### src/rtl/bcd_stopwatch_if.sv
// Run-control and display bundle of the BCD stopwatch.
//   Start, Stop, Clear : run-control requests sampled on the rising clock edge
//   LapHold            : freezes the displayed Count while counting continues
//   Count              : BCD display value, digit 0 (units) in bits [3:0]
//   Running            : high while the stopwatch is counting
//   Overflow           : sticky, set when the count passes full scale
// master drives the controls, slave is the stopwatch itself.
interface bcd_stopwatch_if #(
    parameter int DIGITS = 2
);
    logic                  Start;
    logic                  Stop;
    logic                  Clear;
    logic                  LapHold;
    logic [4*DIGITS-1:0]   Count;
    logic                  Running;
    logic                  Overflow;

    modport master (
        output Start, Stop, Clear, LapHold,
        input  Count, Running, Overflow
    );

    modport slave (
        input  Start, Stop, Clear, LapHold,
        output Count, Running, Overflow
    );
endinterface

### src/rtl/bcd_stopwatch.sv
// Stopwatch counting prescaled clock ticks into DIGITS cascaded BCD digits.
//   CLK  : system clock, everything on the rising edge
//   RST  : synchronous active-high reset
//   bus  : slave side of bcd_stopwatch_if (run control, lap hold, display
//          Count, Running and sticky Overflow)
// Full scale is all nines; WRAP selects roll-over to zero or saturation.
module bcd_stopwatch #(
    parameter int DIGITS   = 2,
    parameter int TICK_DIV = 100000,
    parameter bit WRAP     = 1'b1
) (
    input  logic            CLK,
    input  logic            RST,
    bcd_stopwatch_if.slave  bus
);
    localparam int PW = (TICK_DIV > 1) ? $clog2(TICK_DIV) : 1;
    localparam logic [PW-1:0] LAST = PW'(TICK_DIV - 1);

    typedef enum logic [1:0] {IDLE, RUN, PAUSE, SAT} state_t;

    state_t              state;
    logic [PW-1:0]       presc;
    logic [4*DIGITS-1:0] cnt;
    logic [4*DIGITS-1:0] cnt_inc;
    logic [4*DIGITS-1:0] disp;
    logic                running;
    logic                overflow;
    logic                full;
    logic                carry;
    logic [3:0]          digit;

    // Next BCD value: ripple a carry from the units digit upward so that
    // every digit settles within one cycle. full flags the all-nines value.
    always_comb begin
        cnt_inc = '0;
        full    = 1'b1;
        carry   = 1'b1;
        digit   = '0;
        for (int i = 0; i < DIGITS; i++) begin
            digit = cnt[4*i +: 4];
            if (digit != 4'd9) begin
                full = 1'b0;
            end
            if (carry) begin
                if (digit == 4'd9) begin
                    digit = 4'd0;
                end else begin
                    digit = digit + 4'd1;
                    carry = 1'b0;
                end
            end
            cnt_inc[4*i +: 4] = digit;
        end
    end

    // Run-control FSM with prescaler, count, display register and flags.
    // Clear behaves like reset for this block's state, so it also beats a
    // tick on the same edge. In RUN the Stop assignment comes first so that
    // reaching saturation on the same edge still lands in SAT.
    always_ff @(posedge CLK) begin
        if (RST || bus.Clear) begin
            state    <= IDLE;
            presc    <= '0;
            cnt      <= '0;
            disp     <= '0;
            running  <= 1'b0;
            overflow <= 1'b0;
        end else begin
            if (!bus.LapHold) begin
                disp <= cnt;
            end
            case (state)
                IDLE, PAUSE: begin
                    if (bus.Start && !bus.Stop) begin
                        state   <= RUN;
                        running <= 1'b1;
                    end
                end
                RUN: begin
                    if (bus.Stop) begin
                        state   <= PAUSE;
                        running <= 1'b0;
                    end
                    if (presc == LAST) begin
                        presc <= '0;
                        if (full) begin
                            overflow <= 1'b1;
                            if (WRAP) begin
                                cnt <= '0;
                            end else begin
                                state   <= SAT;
                                running <= 1'b0;
                            end
                        end else begin
                            cnt <= cnt_inc;
                        end
                    end else begin
                        presc <= presc + 1'b1;
                    end
                end
                default: begin
                end
            endcase
        end
    end

    assign bus.Count    = disp;
    assign bus.Running  = running;
    assign bus.Overflow = overflow;
endmodule

### src/flat_wrapper.sv
// flat-port wrapper written by rule: the top's interface ports become plain ports
module bcd_stopwatch_flat 
#(
    parameter int DIGITS   = 2,
    parameter int TICK_DIV = 100000,
    parameter bit WRAP     = 1'b1
)
  (CLK, RST, bus_Start, bus_Stop, bus_Clear, bus_LapHold, bus_Count, bus_Running, bus_Overflow);
  bcd_stopwatch_if #(.DIGITS(DIGITS)) bus_i ();
  input  logic CLK;
  input  logic RST;
  input wire logic [$bits(bus_i.Start)-1:0] bus_Start;
  input wire logic [$bits(bus_i.Stop)-1:0] bus_Stop;
  input wire logic [$bits(bus_i.Clear)-1:0] bus_Clear;
  input wire logic [$bits(bus_i.LapHold)-1:0] bus_LapHold;
  output wire logic [$bits(bus_i.Count)-1:0] bus_Count;
  output wire logic [$bits(bus_i.Running)-1:0] bus_Running;
  output wire logic [$bits(bus_i.Overflow)-1:0] bus_Overflow;
  assign bus_i.Start = bus_Start;
  assign bus_i.Stop = bus_Stop;
  assign bus_i.Clear = bus_Clear;
  assign bus_i.LapHold = bus_LapHold;
  assign bus_Count = bus_i.Count;
  assign bus_Running = bus_i.Running;
  assign bus_Overflow = bus_i.Overflow;
  bcd_stopwatch #(.DIGITS(DIGITS), .TICK_DIV(TICK_DIV), .WRAP(WRAP)) u_core (.CLK(CLK), .RST(RST), .bus(bus_i));
endmodule
### config.mk
export PLATFORM = sky130hd
export DESIGN_NAME = bcd_stopwatch_flat
export DESIGN_NICKNAME = d
export VERILOG_FILES = /design/src/rtl/bcd_stopwatch_if.sv /design/src/rtl/bcd_stopwatch.sv /design/src/flat_wrapper.sv
export SDC_FILE = /design/constraint.sdc
export NUM_CORES = 1
export LEC_CHECK = 0
export CAP_MARGIN = 20
export CORE_AREA = 2 2 66 68
export DETAILED_ROUTE_END_ITERATION = 8
export DIE_AREA = 0 0 68 70
export MAX_ROUTING_LAYER = met4
export PLACE_DENSITY = 0.62
export RECOVER_POWER = 100
export SLEW_MARGIN = 0
export SYNTH_ARGS = -nofsm -noshare
export SYNTH_HDL_FRONTEND = slang
export SYNTH_SLANG_ARGS = --single-unit
### constraint.sdc
create_clock -name CLK -period 4.47 [get_ports CLK]
set_clock_uncertainty 0.15 [all_clocks]
set_input_delay 0.894 -clock CLK [delete_from_list [all_inputs] [get_ports CLK]]
set_output_delay 0.894 -clock CLK [all_outputs]
set_load 0.03 [all_outputs]
# Word level (Yosys, flattened, before mapping)
# Cells that the tools add are included.
dict set report word_totals {
  register_bits 37
  wordCells 44
}
dict set report classes {
  n_reduce_logical 11
  n_mux 14
  add_sub_neg 3
  n_eq_ne 9
}
# operator n
set op_table {}
lappend op_table {{17-bit by 1-bit adder with 17-bit output (second input constant)} 1}
lappend op_table {{17-bit equality test (second input constant)} 1}
lappend op_table {{17-bit 2-to-1 mux} 1}
lappend op_table {{4-bit 2-to-1 mux} 3}
lappend op_table {{3-bit AND reduction} 3}
lappend op_table {{4-bit by 1-bit adder with 4-bit output (second input constant)} 2}
lappend op_table {{4-bit equality test (second input constant)} 2}
lappend op_table {{8-bit 2-to-1 mux} 1}
lappend op_table {{4-bit != test (second input constant)} 2}
lappend op_table {{1-bit 2-to-1 mux} 5}
lappend op_table {{2-bit 2-to-1 mux} 2}
lappend op_table {{2-bit case mux with 2 select lines} 1}
lappend op_table {{2-bit nonzero test} 2}
lappend op_table {{2-bit by 1-bit equality test with 1-bit output (second input constant)} 1}
lappend op_table {{2-bit equality test (second input constant)} 1}
lappend op_table {{2-bit logical NOT} 1}
lappend op_table {{2-bit by 1-bit != test with 1-bit output (second input constant)} 1}
lappend op_table {{2-bit != test (second input constant)} 1}
lappend op_table {{1-bit case mux with 2 select lines} 1}
lappend op_table {{2-bit AND reduction} 1}
lappend op_table {{2-bit OR reduction} 1}
lappend op_table {{1-bit logical AND} 1}
lappend op_table {{1-bit logical NOT} 1}
lappend op_table {{1-bit logical OR} 1}

# Depth between registers and ports, before layout
# Gate-level depths: netlist (run 1).
dict set report depth {
  word_depth 5
  ltp_mapped 7
}

# Worst setup path after synthesis (run 1)
# No wires, ideal clock.
dict set report synth_timing {
  kind {register -> register}
  start {reg u_core.state[0]}
  end {reg u_core.presc[10]}
  t_arrival_ns 1.655
  required_ns 4.203
  setup_slack_ns 2.548
  n_path_buf 2
  stages_incl_launch_ff 7
  cell_sequence {dfxtp_1 -> and4b_1 -> clkbuf_1 -> nand2_2 -> o21ai_1 -> buf_2 -> nor2_1}
}
dict set report synth_via {
  elab_chain_len 1
}
# item line_no
set synth_rtl {}
lappend synth_rtl {{start, declared} bcd_stopwatch.sv:21} ;# state_t state;
lappend synth_rtl {{start signal, assigned} bcd_stopwatch.sv:62} ;# state <= IDLE;
lappend synth_rtl {{start signal, assigned} bcd_stopwatch.sv:75} ;# state <= RUN;
lappend synth_rtl {{start signal, assigned} bcd_stopwatch.sv:81} ;# state <= PAUSE;
lappend synth_rtl {{2-bit by 1-bit equality test with 1-bit output} bcd_stopwatch.sv:72} ;# case (state)
lappend synth_rtl {{end signal, assigned} bcd_stopwatch.sv:98} ;# presc <= presc + 1'b1;
lappend synth_rtl {{end, declared} bcd_stopwatch.sv:22} ;# logic [PW-1:0] presc;
# Every way passes these cells.
# A chain may end at the register's enable or synchronous reset.

# Worst setup path in the final report (run 1)
dict set report layout_timing {
  start {reg u_core.presc[0]}
  end {reg u_core.presc[11]}
}
dict set report layout_via {
  elab_chain_len 2
}
# item line_no
set layout_rtl {}
lappend layout_rtl {{17-bit by 1-bit adder with 17-bit output / 17-bit equality test (equally long branches)} {bcd_stopwatch.sv:98, bcd_stopwatch.sv:84}}
lappend layout_rtl {{17-bit 2-to-1 mux *} bcd_stopwatch.sv:84} ;# if (presc == LAST) begin
# Every way passes the cells marked *; elsewhere a longest branch is shown, timed or not.

==> metrics.csv, run 1 <==
metric;value;unit
status;complete, but fails checks;
violations;max-capacitance violations, max-slew violations;
rsz0062_at_grt;false;
vias;1399;
cts_setup_buffers;0;
grt-ovfl-total;0;
crit_required;4430;ps
design_area;0.00200;mm²
start_util;41.9;%
ys_ff_latch;36;
first_pass_iters;4;
fmax;0.342;GHz
netlist_area;0.00174;mm²
met2_length;1750;µm
max-slew-margin-rel;-7.67;%
cts_buffers;5;
routed_wl;3540;µm
period_needed;2930;ps
clockBufferDepth;2;
synth_edf_count;0;
path_class;reg -> reg;
drive_above_1_share;5.91;%
cp_top_family;compound AO/OA/AOI/OAI gates;
routabilityCongestion;0.819;
antennaDiodeCount;0;
nets;213;
crit_fanout;15;
cts_root_buffer;clkbuf_8;
ctsHtreeMaxLevel;2;
stdcell_count;255;
ys_seq_area_share;41.5;%
setup_viol;0;
antenna_found_initial;0;
die_h;70;µm
place_area;0.00191;mm²
synth_cells;187;
place_inst;247;
ant_nets;0;
cts_num_sinks;36;
cp.arrival;2890;ps
hp-class;reg -> reg;
dieArea;0.00476;mm²
hold_buffers;0;
critPathMaxStageDelay;1280;ps
synth_top_area_share;41.5;%
met1_length;1600;µm
std_cell_rows;24;
clock_latency;280;ps
path_cells;ha_1 -> and4b_1 -> nand2_1 -> o21ai_0 -> nor2_1;
async_flop_share;0;%
clkTransAtPathRegs;70;ps
top_layer;met4;
max_cap_violations;1;
cp-start-kind;register;
wl_met3;109;µm
drtIter0Drc;69;
post_cts_resized;0;
synthDistinctLibCells;39;
period_share;65.5;%
yosys.area.top_type;dfxtp_1;
p_leak;0.000691;µW
grt_pass1_wl;5960;µm
place_hpwl;2530;µm
ys.flop_type;dfxtp_1;
grt_max_degree;19;
pin_count;16;
cp_slowest_cell;o21ai_0;
syn_avg_cell_area;9.28;µm²
drc;0;
syn_to_final_growth;15.4;%
syn_nets;198;
peakVddDrop;0.181;mV
power.density;287;mW/mm²
vias_per_cell;5.49;
final.setup.tns;0;ps
yosysMostFrequentCell;dfxtp_1;
yosys-top-cells-count;dfxtp_1 (36), nor2_1 (26), a21oi_1 (12);
port_buffers;15;
dieWidth;68;µm
gr-usage-all-layers;16.9;%
synth_area_leaders;dfxtp_1 (42%), mux2i_1 (6.3%), nor2_1 (5.6%);
tightest_slew;1600;ps
hold_viol_final;0;
crit_buf_inv;0;
core-area;0.00414;mm²
synth-warning-count;0;
wire_per_inst;13.9;µm
drv_slew;16;
cts_tree;built;
first_global_vias;1357;
end_kind;register;
hold-worst-slack;314;ps
-- cell usage in the layout, fill, tap and decap left out, types with 2 or more instances in the layout --
| cell | Yosys | final |
|---|---|---|
| nand2_1 | 7 | 8 |
| or2_0 | 1 | 2 |
| o21ai_0 | 8 | 9 |
| and3b_1 | 2 | 2 |
| a21oi_1 | 12 | 12 |
| mux2i_1 | 11 | 11 |
| nor3_1 | 6 | 6 |
| clkdlybuf4s50_1 | 0 | 4 |
| ha_1 | 5 | 5 |
| nand3_1 | 10 | 10 |
| clkbuf_8 | 0 | 6 |
| nand4_1 | 4 | 4 |
| xnor2_1 | 10 | 10 |
| nor4_4 | 2 | 2 |
| clkbuf_1 | 3 | 2 |
| or4_1 | 8 | 8 |
| xor2_1 | 3 | 3 |
| inv_1 | 7 | 7 |
| nand4_4 | 2 | 2 |
| nor4_1 | 3 | 3 |
| dlygate4sd3_1 | 0 | 11 |
| nor2_1 | 26 | 26 |
| o41ai_1 | 2 | 2 |
| dfxtp_1 | 36 | 36 |
-- where the power goes --
group | internal, µW | switching, µW | total (µW)
clock | 126 | 111 | 237
combinational | 6.87 | 9.53 | 16.4
sequential | 321 | 0.660 | 322
total | 454 | 121 | 575
-- registers in the layout, indices dropped and copies added, names as in the netlist --
name                 cells
u_core.state             2
u_core.bus.Count         8
u_core.cnt               8
u_core.presc            17
u_core.bus.Overflow      1
-- cell type report --
type                            instances  area (µm²)
Multi-Input combinational cell        137         950
Timing Repair Buffer                   15         150
Inverter                                7        26.3
Clock buffer                            8        90.1
Sequential cell                        36         721
Fill cell                             389        2140
Tap cell                               52        65.1
-- stage by stage --
stage | power (µW) | setup WS, ps | utilization (%)
6_report | 575 | 1540 | 48.3
5_1_grt | 593 | 1260 | 48.3
4_1_cts | 581 | 2020 | 48.4
3_5_place_dp | 346 | 2000 | 46.2
3_3_place_gp | 346 | 2090 | 46.2
2_1_floorplan | 339 | 2550 | -
-- worst paths after layout --
check	start	endpoint	slack (ps)	cells after the start
worst min register to register	u_core.bus.Overflow$_SDFFE_PP0P_	u_core.bus.Overflow$_SDFFE_PP0P_	310	1
worst max register to register	u_core.presc[0]$_SDFFE_PP0N_	u_core.presc[11]$_SDFFE_PP0N_	1540	5
worst max-delay path	u_core.presc[0]$_SDFFE_PP0N_	u_core.presc[11]$_SDFFE_PP0N_	1540	5
worst min-delay path	u_core.bus.Overflow$_SDFFE_PP0P_	u_core.bus.Overflow$_SDFFE_PP0P_	310	1
-- cells by family after synthesis --
group,Yosys count,share of synthesized area (%)
DFF,36,41.5
buffers and inverters,14,3.60
muxes,11,6.34
adders and majority gates,5,3.60
xor gates and xnor gates,13,6.56
and+or+nand+nor,80,29.1
AOI/OAI and AO/OA,28,9.23
-- routing by layer --
metal	up-vias	global-route usage, %
met2	25	26.4
met5	-	-
met4	0	8.67
met3	7	3.54
li1	700	-
met1	667	20.1
(Power assumes the default switching activity.)
==> inputs of run 2 (changes only) <==
--- a/config.mk
+++ b/config.mk
@@ -10,7 +10,7 @@
 export DETAILED_ROUTE_END_ITERATION = 8
 export DIE_AREA = 0 0 68 70
 export MAX_ROUTING_LAYER = met4
-export PLACE_DENSITY = 0.62
+export PLACE_DENSITY = 0.64
 export RECOVER_POWER = 100
 export SLEW_MARGIN = 0
 export SYNTH_ARGS = -nofsm -noshare
==> constraint.sdc (replaced) <==
create_clock -name CLK -period 2.5 [get_ports CLK]
set_clock_uncertainty 0.15 [all_clocks]
set_input_delay 0.5 -clock CLK [delete_from_list [all_inputs] [get_ports CLK]]
set_output_delay 0.5 -clock CLK [all_outputs]
set_load 0.03 [all_outputs]
==> metrics.csv, run 2 (same netlist as run 1, synthesis figures left out) <==
metric;value;unit
status;finished, final reports clean;
period_needed;2120;ps
grt-ovfl-total;0;
hp-class;reg -> reg;
busiest_layer;met2;
use_met2;23.6;%
cts_root_buffer;clkbuf_8;
cts_setup_buffers;0;
power;1040;µW
peakVddDrop;0.278;mV
clkTransAtPathRegs;70;ps
post-route-util;49.2;%
routed_wl;3470;µm
cts_tree;built;
fillCellCount;416;
path_class;reg -> reg;
die_h;70;µm
start_util;41.9;%
hold_viol_final;0;
final_cell_mix;dfxtp_1 (36), nor2_1 (26), a21oi_1 (12), mux2i_1 (11), dlygate4sd3_1 (11);
place_inst;252;
end_kind;register;
grt_pass1_wl;6070;µm
critPathMaxStageDelay;570;ps
largest_reg_flops;17;
first_global_vias;1314;
cp.arrival;2130;ps
pin_count;16;
max-slew-margin-rel;33.0;%
drtIter0Drc;56;
cp_slowest_cell;clkbuf_1;
gr-usage-met3;5.31;%
std_cell_rows;24;
grt_max_degree;19;
antenna_found_initial;0;
dieWidth;68;µm
clock_latency;290;ps
cp-start-kind;register;
vias;1396;
drive_above_1_share;8.13;%
clockBufferDepth;2;
syn_to_final_growth;17.4;%
dp_slack;278;ps
crit_fanout;15;
gr-usage-all-layers;17.3;%
grtUsageMet1;23.4;%
routabilityCongestion;0.784;
tightest_slew;1000;ps
setup_viol;0;
path_cells;ha_1 -> and4b_1 -> nand2_1 -> o21ai_1 -> clkbuf_1 -> nor2_1;
p_leak;0.000715;µW
final.setup.tns;0;ps
vias_per_cell;5.35;
max_cap_violations;0;
timing.final.ws_setup;378;ps
fmax;0.471;GHz
ant_nets;0;
first_pass_iters;4;
power.density;508;mW/mm²
hold_buffers;0;
port_buffers;15;
post_cts_resized;0;
core-area;0.00414;mm²
place_hpwl;2430;µm
regMostFlops;u_core.presc;
cts_num_sinks;36;
ctsHtreeMaxLevel;2;
rsz0062_at_grt;false;
crit_required;2500;ps
final_common_cell;dfxtp_1;
cts_buffers;5;
antennaDiodeCount;0;
nets;219;
stdcell_count;261;
wire_per_inst;13.3;µm
drv_slew;0;
drc;0;
period_share;84.9;%
dieArea;0.00476;mm²
-- run 2: cell types whose count changed in the layout (fill, tap and decap cells not counted), sizes merged --
cell / before / now
buf: 0 / 3
clkbuf: 8 / 9
clkinv: 0 / 2
-- run 2: metrics by stage --
stage	hold slack, ps	cell area [µm²]
after floorplan	301	1740
after global placement	307	1950
after detailed placement	310	1950
after CTS	330	2040
after global routing	346	2040
final	326	2040
-- run 2: cell type report --
class | count | area, µm² | area share (%)
multi-input combinational | 137 | 950 | 46.6
sequential | 36 | 721 | 35.4
clock buffer | 6 | 82.6 | 4.05
inverter | 7 | 26.3 | 1.29
tap | 52 | 65.1 | 3.19
timing repair buffer | 21 | 184 | 9.02
clock inverter | 2 | 10.0 | 0.491
-- run 2: critical path: cells and delay by family, from the launching register on --
kind / cells / cell delay, ps
buf+inv: 1 / 570
simple gates: 3 / 500
flops: 1 / 390
fa+ha+maj: 1 / 210
compound gates: 1 / 170
-- run 2: path summary, 6_finish.rpt --
check                                           to  slack [ps]                              from  cells past startpoint
setup / recovery      u_core.presc[0]$_SDFFE_PP0N_         380      u_core.presc[0]$_SDFFE_PP0N_                      6
hold / removal    u_core.bus.Overflow$_SDFFE_PP0P_         330  u_core.bus.Overflow$_SDFFE_PP0P_                      1
setup reg to reg      u_core.presc[0]$_SDFFE_PP0N_         380      u_core.presc[0]$_SDFFE_PP0N_                      6
hold reg to reg   u_core.bus.Overflow$_SDFFE_PP0P_         330  u_core.bus.Overflow$_SDFFE_PP0P_                      1
-- run 2: where the power goes --
part | internal [µW] | switching [µW] | leakage (µW) | total (µW)
logic | 13.0 | 18.2 | 0.000374 | 31.2
registers | 574 | 1.18 | 0.000290 | 575
clock network | 220 | 210 | 0.0000510 | 430
-- run 2: metal layers --
metal / part of all wire [%] / wire, µm
met1: 51 / 1770
met2: 44 / 1530
met3: 2.8 / 98
met4: 2.2 / 76
met5: 0 / 0
==> inputs of run 3 (changes only) <==
--- a/config.mk
+++ b/config.mk
@@ -10,7 +10,7 @@
 export DETAILED_ROUTE_END_ITERATION = 8
 export DIE_AREA = 0 0 68 70
 export MAX_ROUTING_LAYER = met4
-export PLACE_DENSITY = 0.64
+export PLACE_DENSITY = 0.62
 export RECOVER_POWER = 100
 export SLEW_MARGIN = 0
 export SYNTH_ARGS = -nofsm -noshare
==> constraint.sdc (replaced) <==
create_clock -name CLK -period 2 [get_ports CLK]
set_clock_uncertainty 0.15 [all_clocks]
set_input_delay 0.4 -clock CLK [delete_from_list [all_inputs] [get_ports CLK]]
set_output_delay 0.4 -clock CLK [all_outputs]
set_load 0.03 [all_outputs]
==> metrics.csv, run 3 (same netlist as run 1, synthesis figures left out) <==
metric;value;unit
clockBufferDepth;2;
antennaDiodeCount;0;
grtUsageMet1;23.1;%
dieWidth;68;µm
setup_viol;0;
grt_max_degree;19;
stdcell_count;271;
dieArea;0.00476;mm²
nets;230;
ctsHtreeMaxLevel;2;
clock_power_share;38.9;%
final_cell_mix;dfxtp_1 (34), nor2_1 (26), buf_4 (15), clkdlybuf4s50_1 (13), a21oi_1 (12);
crit_fanout;8;
peakVddDrop;0.336;mV
busiest_layer;met2;
period_needed;1910;ps
final_common_cell;dfxtp_1;
start_util;41.9;%
die_h;70;µm
drive_above_1_share;16.0;%
first_global_vias;1405;
core-area;0.00414;mm²
drtIter0Drc;77;
drc;0;
use_met2;26.6;%
cp-start-kind;register;
hold_buffers;0;
regMostFlops;u_core.presc;
switching_share;21.9;%
power.density;586;mW/mm²
power_frac_comb;3.3;%
max_cap_violations;0;
pin_count;16;
status;finished, final reports clean;
power_switching;272;µW
syn_to_final_growth;22.4;%
largest_reg_flops;17;
tightest_slew;418;ps
power;1240;µW
clock_latency;280;ps
vias_per_cell;5.42;
clkTransAtPathRegs;70;ps
pwr-share-seq;57.8;%
hp-class;reg -> reg;
gr-usage-all-layers;17.9;%
grt-ovfl-total;0;
cp.arrival;1970;ps
cts_buffers;5;
std_cell_rows;24;
vias;1469;
fmax;0.525;GHz
grt_pass1_wl;6400;µm
cts_tree;built;
first_pass_iters;4;
cts_num_sinks;36;
drv_slew;0;
routed_wl;3860;µm
cts_root_buffer;clkbuf_8;
wire_per_inst;14.2;µm
hold_viol_final;0;
antenna_found_initial;0;
gr-usage-met3;4.99;%
place_inst;260;
ant_nets;0;
p_leak;0.000737;µW
path_class;reg -> reg;
period_share;95.3;%
routabilityCongestion;0.835;
post-route-util;51.3;%
port_buffers;15;
crit_required;2060;ps
end_kind;register;
max-slew-margin-rel;72.0;%
internal_power;973;µW
place_hpwl;2630;µm
run 3: final cells by class:
class | instances | area (µm²)
well taps | 52 | 65.1
clock buffers | 6 | 72.6
fillers | 381 | 2020
clock inverters | 1 | 5.00
flip-flops and latches | 36 | 723
inverters | 7 | 26.3
multi-input cells | 138 | 972
repair buffers | 31 | 260
run 3: through the flow:
stage	setup slack, ps	TNS (ps)	instance area (µm²)	hold WS, ps
finish	94.7	0	2120	336
global route	-39.3	-87.6	2120	368
CTS	30.1	0	2090	341
detailed placement	83.3	0	2010	319
global placement	137	0	2010	303
floorplan	77.6	0	1740	301
run 3: repair_timing:
item                                    CTS  global route
endpoints found under the hold margin     0             0
setup buffers                             0             3
endpoints found under the setup margin    0             8
resized for setup                         0             6
run 3: power by group through the flow:
stage	clock [µW]	sequential (µW)	combinational (µW)
after floorplan	0	736	21.8
after global placement	0	735	43.0
after detailed placement	0	735	43.5
after CTS	501	719	43.6
after global routing	528	719	45.0
final	485	719	41.1
run 3: worst paths after layout:
path / end / startpoint / slack (ps) / depth (start not counted)
setup reg to reg: u_core.cnt[5]$_SDFFE_PP0P_ / u_core.presc[8]$_SDFFE_PP0N_ / 90 / 4
hold / removal: u_core.bus.Overflow$_SDFFE_PP0P_ / u_core.bus.Overflow$_SDFFE_PP0P_ / 340 / 1
setup / recovery: u_core.cnt[5]$_SDFFE_PP0P_ / u_core.presc[8]$_SDFFE_PP0N_ / 90 / 4
hold reg to reg: u_core.bus.Overflow$_SDFFE_PP0P_ / u_core.bus.Overflow$_SDFFE_PP0P_ / 340 / 1
run 3: critical path, cell delays in order, from the launching register on:
cell and delay [ps]:
dfxtp_1 390, nor4b_4 420, nand4_4 220, or4_1 520, a21oi_1 140
run 3: metal layers:
layer  vias up  part of all wire, %  wire [µm]
li1        741                    -          -
met1       690                   47       1800
met2        30                   48       1840
met3         8                  3.9        151
met4         0                  1.8         71
met5         -                    0          0
